$ cat config.mk
export PLATFORM = sky130hd
export DESIGN_NAME = fpga_edge
export DESIGN_NICKNAME = d
export VERILOG_FILES = /design/src/rtl/fpga_edge_pkg.sv /design/src/rtl/fpga_edge_conn_cfg_chain.sv /design/src/rtl/fpga_edge.sv
export SDC_FILE = /design/constraint.sdc
export NUM_CORES = 1
export LEC_CHECK = 0
export CORE_UTILIZATION = 57
export DETAILED_ROUTE_END_ITERATION = 8
export MAX_ROUTING_LAYER = met4
export PLACE_DENSITY_LB_ADDON = 0.15
export REMOVE_ABC_BUFFERS = 1
export SLEW_MARGIN = 5
export SYNTH_ARGS = -nofsm -noshare
export SYNTH_HDL_FRONTEND = slang
export SYNTH_SLANG_ARGS = --single-unit
$ cat constraint.sdc
create_clock -name scan_clk -period 2.25 [get_ports scan_clk]
set_input_delay 0.45 -clock scan_clk [delete_from_list [all_inputs] [get_ports scan_clk]]
set_output_delay 0.45 -clock scan_clk [all_outputs]
set_load 0.05 [all_outputs]
$ cat src/rtl/fpga_edge_pkg.sv
// Shared geometry, configuration field offsets and pad map for the FPGA edge block.
package fpga_edge_pkg;
  localparam int TILES    = 8;
  localparam int TPT      = 4;
  localparam int TRACKS   = 32;
  localparam int NPADS    = 10;
  localparam int CFG_BITS = 226;

  localparam int SIDE_PADS = 5;
  localparam int CB_W      = 3;
  localparam int DRV_W     = 2;
  localparam int PAD_W     = 5;

  localparam int CB_L_BASE  = 0;
  localparam int CB_B_BASE  = 24;
  localparam int DRV_L_BASE = 48;
  localparam int DRV_B_BASE = 112;
  localparam int PAD_BASE   = 176;

  // Row/column to side-local pad index; bottom pads are offset by SIDE_PADS.
  localparam logic [2:0] PAD_MAP [TILES] = '{3'd0, 3'd0, 3'd1, 3'd1, 3'd2, 3'd2, 3'd3, 3'd4};
endpackage

$ cat src/rtl/fpga_edge_conn_cfg_chain.sv
// Serial configuration shift register with enable and asynchronous clear.
module conn_cfg_chain
  import fpga_edge_pkg::*;
(
  input  logic                scan_clk,
  input  logic                reset,
  input  logic                scan_en,
  input  logic                scan_in,
  output logic [CFG_BITS-1:0] cfg
);
  logic [CFG_BITS-1:0] cfg_q;
  logic [CFG_BITS-1:0] cfg_d;

  always_comb begin
    cfg_d = cfg_q;
    if (scan_en) cfg_d = {cfg_q[CFG_BITS-2:0], scan_in};
  end

  always_ff @(posedge scan_clk or negedge reset) begin
    if (!reset) cfg_q <= '0;
    else        cfg_q <= cfg_d;
  end

  assign cfg = cfg_q;
endmodule

$ cat src/rtl/fpga_edge.sv
// FPGA array edge: left/bottom connection boxes, track drivers and pad outputs,
// all combinational from the scan-loaded configuration.
module fpga_edge
  import fpga_edge_pkg::*;
(
  input  logic              scan_clk,
  input  logic              reset,
  input  logic              conn_scan_en,
  input  logic              conn_scan_in,
  output logic              conn_scan_out,
  input  logic [TRACKS-1:0] right_in,
  output logic [TRACKS-1:0] right_out,
  input  logic [TRACKS-1:0] top_in,
  output logic [TRACKS-1:0] top_out,
  input  logic [TILES-1:0]  right_sb_in,
  output logic [TILES-1:0]  right_clb_in,
  output logic [TILES-1:0]  top_clb_in,
  input  logic [NPADS-1:0]  fpga_in,
  output logic [NPADS-1:0]  fpga_out,
  input  logic [TPT-1:0]    right_dummy_in
);
  logic [CFG_BITS-1:0] cfg;

  conn_cfg_chain u_chain (
    .scan_clk (scan_clk),
    .reset    (reset),
    .scan_en  (conn_scan_en),
    .scan_in  (conn_scan_in),
    .cfg      (cfg)
  );

  assign conn_scan_out = cfg[CFG_BITS-1];

  genvar gi;

  // Connection boxes: sel[2] picks the outgoing track bundle over the incoming one.
  for (gi = 0; gi < TILES; gi++) begin : g_cb
    logic [CB_W-1:0] lsel;
    logic [CB_W-1:0] bsel;
    logic [TPT-1:0]  l_in;
    logic [TPT-1:0]  l_out;
    logic [TPT-1:0]  b_in;
    logic [TPT-1:0]  b_out;

    assign lsel  = cfg[CB_L_BASE + CB_W*gi +: CB_W];
    assign bsel  = cfg[CB_B_BASE + CB_W*gi +: CB_W];
    assign l_in  = right_in[TPT*gi +: TPT];
    assign l_out = right_out[TPT*gi +: TPT];
    assign b_in  = top_in[TPT*gi +: TPT];
    assign b_out = top_out[TPT*gi +: TPT];

    assign right_clb_in[gi] = lsel[2] ? l_out[lsel[1:0]] : l_in[lsel[1:0]];
    assign top_clb_in[gi]   = bsel[2] ? b_out[bsel[1:0]] : b_in[bsel[1:0]];
  end

  for (gi = 0; gi < TRACKS; gi++) begin : g_trk
    localparam int ROW  = gi / TPT;
    localparam int LPAD = int'(PAD_MAP[ROW]);
    localparam int BPAD = SIDE_PADS + LPAD;

    logic [DRV_W-1:0] ls;
    logic [DRV_W-1:0] bs;
    logic [3:0]       l_opts;
    logic [3:0]       b_opts;

    assign ls     = cfg[DRV_L_BASE + DRV_W*gi +: DRV_W];
    assign bs     = cfg[DRV_B_BASE + DRV_W*gi +: DRV_W];
    assign l_opts = {right_in[gi], fpga_in[LPAD], right_sb_in[ROW], 1'b0};
    assign b_opts = {right_dummy_in[gi % TPT], top_in[gi], fpga_in[BPAD], 1'b0};

    assign right_out[gi] = l_opts[ls];
    assign top_out[gi]   = b_opts[bs];
  end

  for (gi = 0; gi < NPADS; gi++) begin : g_pad
    logic [PAD_W-1:0] idx;
    assign idx = cfg[PAD_BASE + PAD_W*gi +: PAD_W];
    if (gi < SIDE_PADS) begin : g_left
      assign fpga_out[gi] = right_in[idx];
    end else begin : g_bottom
      assign fpga_out[gi] = top_in[idx];
    end
  end
endmodule

* After elaboration in Yosys (flattened, before gate mapping)
Index checks and enable logic that the tools add are counted.
Operators by class: shift-type cells 0, $add $sub $neg 0, muxes and demuxes 228, $lt $le $gt $ge 90, eq/ne operators 0, divide/modulo/power cells 0, reductions and logical operators 0, multiply operators 0, bitwise gates (word level) 0
Operators by type and width (number):
- $lt 2x3->1 const B | 80
- $bmux 1 s2 | 96
- $mux 1 | 122
- $lt 5x6->1 const B | 10
- $bmux 1 s5 | 10
Word-level totals: bits in writable memories 0, bits in read-only memories 0, input bits 90, latch bits 0, register bits after elaboration 226, memories 0, output and inout port bits 91

* Depth between registers and ports, before layout
Gate-level depths: netlist of run 1.
depth in word-level cells 5, depth in mapped cells 7, gate-level depth less buffers 5

* Cells and area by module
Synthesis of run 1 repeated with hierarchy kept, for this count alone.
Second synthesis, totals: cells, all modules 1301, area, all modules 14809.2 um2
By module, submodules not included:
- conn_cfg_chain | cells an instance 477, times used 1, area each 8957.3 um2
- fpga_edge | cells an instance 824, times used 1, area each 5851.9 um2

* Worst setup path after synthesis of run 1
No wires, ideal clock.
kind input port to output port, start input port top_in[1], end output port top_clb_in[0], slack -1.860 ns, data required time 1.800 ns, path buffers 0, stages on the path 4, data arrival time 3.660 ns, cells stage by stage nand2_1 > o21ai_0 > mux2i_1 > o311ai_0
Between the ends: cells in the longest elaborated chain, start to end 5
Ends and longest elaborated chain:
- from (decl) | line fpga_edge.sv:13 | input logic [TRACKS-1:0] top_in,
- $bmux 1 s2 | line fpga_edge.sv:72 | assign top_out[gi] = b_opts[bs];
- $mux 1 (not written as such) | line fpga_edge.sv:72
- net top_out[1] | line fpga_edge.sv:14 | output logic [TRACKS-1:0] top_out,
- $bmux 1 s2 | line fpga_edge.sv:53 | assign top_clb_in[gi] = bsel[2] ? b_out[bsel[1:0]] : b_in[bsel[1:0]];
- $mux 1 (not written as such) | line fpga_edge.sv:53
- $mux 1 | line fpga_edge.sv:53
- to (decl) | line fpga_edge.sv:17 | output logic [TILES-1:0] top_clb_in,
The timed path passes the listed nets, and every way through them passes these cells. The select of a mux whose other input is x is not followed.

* Final worst setup path of run 1
start register u_chain.cfg_q[177] (netlist: u_chain.cfg[177]), end output port fpga_out[0]
Between the ends: cells in the longest elaborated chain, start to end 2
Ends and longest elaborated chain:
- from (decl) | line fpga_edge_conn_cfg_chain.sv:11 | logic [CFG_BITS-1:0] cfg_q;
- from (signal assigned) | line fpga_edge_conn_cfg_chain.sv:21 | else cfg_q <= cfg_d;
- $bmux 1 s5 | line fpga_edge.sv:79 | assign fpga_out[gi] = right_in[idx];
- $mux 1 (not written as such) | line fpga_edge.sv:79
- to (decl) | line fpga_edge.sv:19 | output logic [NPADS-1:0] fpga_out,
No other way between the ends. The select of a mux whose other input is x is not followed.

==> results of run 1 <==
## synth_stat cells, drive strengths merged
library cell,number,area share
a211oi,10,0.0053
a21boi,1,0.00053
a21oi,35,0.012
a221oi,1,0.00062
a22o,1,0.00062
a22oi,41,0.022
a311o,12,0.0085
a311oi,11,0.0068
a31oi,6,0.0027
a32o,1,0.00071
a32oi,5,0.0031
and2,10,0.0044
and3b,1,0.00062
buf,38,0.015
clkbuf,15,0.0040
dfrtp,226,0.40
inv,25,0.0067
mux2,265,0.21
mux2i,179,0.13
mux4,14,0.022
nand2,221,0.059
nand2b,10,0.0044
nand3,21,0.0075
nand3b,7,0.0037
nand4b,10,0.0062
nor2,28,0.0075
nor2b,24,0.011
nor3,2,0.00071
nor4bb,2,0.0014
o2111ai,3,0.0019
o211a,1,0.00071
o211ai,13,0.0069
o21ai,82,0.030
o311ai,4,0.0025
o31ai,1,0.00053
## routing by layer
metal,track usage,wire length [um],vias up
li1,-,-,5848
met4,0.140,1980,0
met3,0.0487,4210,216
met5,-,0,-
met1,0.477,19800,6880
met2,0.590,25400,937
## metrics by stage
step	setup slack, ps	instance area [um^2]	cells
floorplan	-1860	13800	1273
CTS	-431	20600	2098
detailed placement	-579	18500	1958
global route	-558	21400	2138
global placement	-489	18500	1958
finish	-565	21400	2138
## final cells by class
cell class,instances,area (um^2)
clock buffer,34,732
clock inverter,14,190
fill,1081,2890
inverter,25,93.8
multi-input combinational,1022,8860
sequential,226,5680
tap,324,405
timing repair buffer,493,5470
## cell families (layout without fill, tap and decap cells)
logic type | after synthesis | in the layout | synth area share
buf+inv | 78 | 566 | 0.0259
mux | 458 | 458 | 0.361
compound gates | 228 | 228 | 0.106
flops | 226 | 226 | 0.401
simple gates | 336 | 336 | 0.106
## power by group
| part | internal (mW) | switching [mW] |
|---|---|---|
| registers | 4.78 | 1.04 |
| clock network | 2.76 | 1.86 |
| logic | 4.22 | 4.03 |
| total | 11.8 | 6.94 |
## worst max-delay path, cell delays in order, from the launching register on
cell and delay (ps):
dfrtp_2 450, buf_12 160, mux2i_4 180, a22oi_2 220
nand4b_1 140, a21oi_1 230, a311o_1 270, buf_12 170
## repair_timing
| item | 4_1_cts | 5_1_grt |
|---|---|---|
| pin swaps | 73 | 47 |
| setup buffers | 97 | 53 |
| setup endpoints to repair | 62 | 45 |
| cloned | 2 | 4 |
| hold buffers | 1 | 0 |
| resized for setup | 221 | 120 |
| hold endpoints to repair | 40 | 0 |
## worst paths after layout
kind / end / depth (start not counted) / slack (ps)
worst max-delay path: fpga_out[0] / 7 / -570
worst min-delay path: u_chain.cfg[13] / 2 / 380
worst max register to register: u_chain.cfg[197] / 4 / 1060
worst min register to register: u_chain.cfg[136] / 1 / 570
max in group asynchronous: u_chain.cfg[152] / 3 / 1120
min in group asynchronous: u_chain.cfg[70] / 2 / 410
==> key figures, run 1 <==
Timing
  • Setup TNS: -8100 ps
  • Slew margin rel.: 0.657
  • Fmax: between 300 and 400 MHz
  • Tcrit/Tclk final: 1.25
  • WHS: roughly 380 ps
  • Least-Margin Pin Slew: 516 ps
  • Pins Over Slew Limit: 0
  • Setup slack after layout: -565 ps
  • Setup Skew: approximately 16 ps
  • Minimum clock period: between 2000 and 3000 ps
  • Final setup fails: 32
  • Endpoints failing hold: 0
  • RSZ-0062 raised after global routing: true

Global routing
  • Largest net degree at the start of global routing: between 60 and 70
  • Vias in the first global route: 13.3k
  • Initial antenna violation count: 0
  • Tot GR Track Use: 0.368
  • Global-route wire length before repair: about 70000 um
  • GRT overflow: 0

Worst setup path
  • CP Data Arrival Time: 2370 ps
  • Worst-path fanout max: 8
  • CP required: around 1800 ps
  • Worst Setup Path Type: flip-flop to output port
  • Worst reg2reg startpoint: u_chain.cfg[197]
  • Worst Setup SP: u_chain.cfg[177]
  • Worst Setup End Kind: output port
  • CP startpoint kind: flip-flop

Clock tree
  • CTS Buffer Depth: 3
  • Clock tree sinks: ~230
  • Htree depth: 1
  • Clock Latency Late Sink: around 550 ps
  • Clock Pin Slew Worst Setup and Hold Paths: ~60 ps
  • CTS tree: yes
  • CTS Buf Count: 26
  • Clock root buffer: clkbuf_16

Die
  • Core area: 24300 um^2
  • I/O pins: between 150 and 200
  • Die Area: between 20000 and 30000 um^2
  • Die width: 159 um
  • FP Rows: between 50 and 60
  • Initial core utilization: 0.580
  • Die Y: about 160 um

Pwr
  • Lkg Pwr: ~9.4 nW
  • Max IR drop VDD: slightly above 800 uV
  • Pwr per Cell Area: about 870 nW/um^2
  • Total power: roughly 19 mW

Run status
  • Failing checks: negative setup slack
  • Status: complete, but fails checks

Cells and area
  • Commonest cells after routing, fill and taps aside: buf_4, mux2_2, dfrtp_1
  • Final core occ: 0.881
  • Layout cells sized above 1: 0.483
  • Ant diodes: 0
  • Leading cell type in the layout, fill and taps excluded: buf_4
  • Final layout net count: approximately 1.9k
  • Area Overhead vs Synth: 52.0%
  • Max FFs per register: 226

Route
  • Wire per inst: around 24 um
  • DRT Pass-1 Iters: 6
  • Final WL: 51500 um
  • Via density: around 6.5
  • Routed Antenna Nets: 0
  • DRC Markers: 0
  • Via count: approximately 14k
  • Drt first-iter violations: ~1.3k

Yosys
  • Sequential element share of the synthesized area: 0.401
  • Mean post-synth cell area: 10.6 um^2
  • Post-synth cell types: 40
  • Mapped Cells: around 1.3k
  • Syn. warnings: 0
  • Seq cells post-synth: between 200 and 250
  • Syn Std Cell Area: approximately 14000 um^2

Flow run
  • Max-capacitance violation count: 0

Placed design
  • IO Port Bufs: 180
  • Placer congestion estimate: between 0.9 and 1
  • HPWL Detailed: between 20000 and 30000 um

Min path
  • Worst Hold Class: primary input to flip-flop
  • Critical hold path startpoint: conn_scan_en
(Power assumes the default switching activity.)
==> inputs of run 2 (changes only) <==
--- a/config.mk
+++ b/config.mk
@@ -5,7 +5,7 @@
 export SDC_FILE = /design/constraint.sdc
 export NUM_CORES = 1
 export LEC_CHECK = 0
-export CORE_UTILIZATION = 57
+export CORE_UTILIZATION = 51
 export DETAILED_ROUTE_END_ITERATION = 8
 export MAX_ROUTING_LAYER = met4
 export PLACE_DENSITY_LB_ADDON = 0.15
==> constraint.sdc (replaced) <==
create_clock -name scan_clk -period 2.4 [get_ports scan_clk]
set_input_delay 0.48 -clock scan_clk [delete_from_list [all_inputs] [get_ports scan_clk]]
set_output_delay 0.48 -clock scan_clk [all_outputs]
set_load 0.05 [all_outputs]
==> key figures, run 2 (same netlist as run 1, synthesis figures left out) <==
Clock tree
  • Clock tree sinks: around 230
  • Htree depth: 1
  • CTS Buf Count: 26
  • CTS Buffer Depth: 3
  • Clock root buffer: clkbuf_16
  • CTS tree: yes
  • Clock Latency Late Sink: 530 ps
  • Clock Pin Slew Worst Setup and Hold Paths: around 60 ps

Die
  • I/O pins: roughly 180
  • Core area: around 27000 um^2
  • Die Y: 168 um
  • Die width: between 150 and 200 um
  • FP Rows: 60
  • Die Area: approximately 28000 um^2
  • Initial core utilization: 0.522

Route
  • DRC Markers: 0
  • Via density: roughly 5.9
  • Wire per inst: ~20 um
  • Routed Antenna Nets: 0
  • Drt first-iter violations: approximately 920
  • DRT Pass-1 Iters: 5
  • Via count: 12.6k
  • Final WL: 43300 um

Worst setup path
  • CP Data Arrival Time: 2160 ps
  • Worst Setup SP: u_chain.cfg[217]
  • CP required: 1920 ps
  • R2R depth: 4
  • Critical-path cell list: buf_12, buf_4, mux2i_1, a22oi_1, nand3_1, nand2_1, a311o_1, buf_12
  • Worst Setup Path Type: flip-flop to output port
  • CP startpoint kind: flip-flop
  • Crit. path cell count: 8
  • Worst path max stage delay: about 440 ps
  • Worst-path fanout max: 8
  • Critical path's top delay family: buffers and inverters
  • Most frequent CP cell: buf_12
  • Worst reg2reg startpoint: u_chain.cfg[207]
  • WP buf/inv: 3
  • Worst Setup End Kind: output port
  • Worst path slowest cell: dfrtp_2

Cells and area
  • Layout cells sized above 1: 0.467
  • Max FFs per register: around 230
  • Multi-input gate area: roughly 8600 um^2
  • Final layout net count: 1869
  • Commonest cells after routing, fill and taps aside: buf_4, mux2_2, dfrtp_1
  • Leading cell type in the layout, fill and taps excluded: buf_4
  • Non-Filler Instances: 2140
  • Area Overhead vs Synth: 49.3%
  • Fill count: 1732
  • Final core occ: 0.779
  • Sequential Area: ~5700 um^2

Global routing
  • Vias in the first global route: 12.2k
  • Initial antenna violation count: 3
  • Global-route wire length before repair: about 66000 um
  • Largest net degree at the start of global routing: 70
  • Tot GR Track Use: 0.302
  • GRT overflow: 0

Pwr
  • Lkg Pwr: 9.25 nW
  • Pwr per Cell Area: 798 nW/um^2
  • Max IR drop VDD: approximately 660 uV

Min path
  • Critical hold path startpoint: conn_scan_en
  • Worst Hold Class: primary input to flip-flop
  • Hold path depth: 3

Timing
  • Fmax: around 380 MHz
  • Least-Margin Pin Slew: between 500 and 600 ps
  • Final setup fails: 24
  • Minimum clock period: around 2600 ps
  • RSZ-0062 raised after global routing: true
  • Pins Over Slew Limit: 0
  • Slew margin rel.: 0.634
  • Endpoints failing hold: 0
  • Tcrit/Tclk final: 1.10
  • Setup slack after layout: -239 ps
  • Setup Skew: about 12 ps

Placed design
  • IO Port Bufs: 180
  • Dpl cells: approximately 2k
  • HPWL Detailed: roughly 29000 um
  • Placer congestion estimate: 0.954
  • Worst slack at placement: -431 ps

Run status
  • Status: complete, but fails checks
  • Failing checks: negative setup slack

Flow run
  • Max-capacitance violation count: 0
-- run 2: worst paths after layout --
path	to	slack [ps]
max	fpga_out[8]	-240
min	u_chain.cfg[13]	380
max reg2reg	u_chain.cfg[208]	1220
min reg2reg	u_chain.cfg[44]	540
max in group asynchronous	u_chain.cfg[27]	1290
min in group asynchronous	u_chain.cfg[88]	400
-- run 2: report_power, final --
group | switching, mW | internal, mW | total, mW
combinational | 3.40 | 3.69 | 7.09
clock | 1.63 | 2.72 | 4.34
sequential | 0.877 | 4.48 | 5.36
total | 5.90 | 10.9 | 16.8
-- run 2: worst register-to-register path, stage by stage, from the launching register on --
cell and delay [ps]:
dfrtp_1 400, buf_12 150, buf_8 130, buf_4 130, mux2_2 250
-- run 2: routing by layer --
layer,GRT usage,share of wire,up-vias
met5,-,0,-
met4,0.0723,0.023,0
met3,0.0322,0.054,83
met2,0.477,0.48,433
met1,0.419,0.45,6204
li1,-,-,5835
-- run 2: area by class of cell --
cell class                 count  share of cell area
inverter                      25             0.00446
sequential                   226               0.270
antenna                        2            0.000238
multi-input combinational   1022               0.410
tap                          341              0.0203
clock buffer                  38              0.0379
clock inverter                 8             0.00684
timing repair buffer         478               0.250
-- run 2: per-stage QoR --
| step | power (mW) | hold slack (ps) | cell area [um^2] | setup TNS [ps] |
|---|---|---|---|---|
| after CTS | 16.5 | 386 | 20400 | -3000 |
| after global routing | 17.4 | 427 | 21000 | -4900 |
| after global placement | 11.5 | 362 | 18500 | -7750 |
| after detailed placement | 11.6 | 361 | 18500 | -7780 |
| final | 16.8 | 379 | 21000 | -2950 |
| after floorplan | 8.40 | 184 | 13800 | -17660 |
-- run 2: what timing repair did --
| action | in CTS | in global routing |
|---|---|---|
| hold buffers | 1 | 0 |
| endpoints found under the setup margin | 36 | 26 |
| gates resized for setup | 222 | 84 |
| setup buffers | 82 | 33 |
| cloned | 0 | 4 |
| hold endpoints to repair | 30 | 0 |
| pin swaps | 79 | 45 |
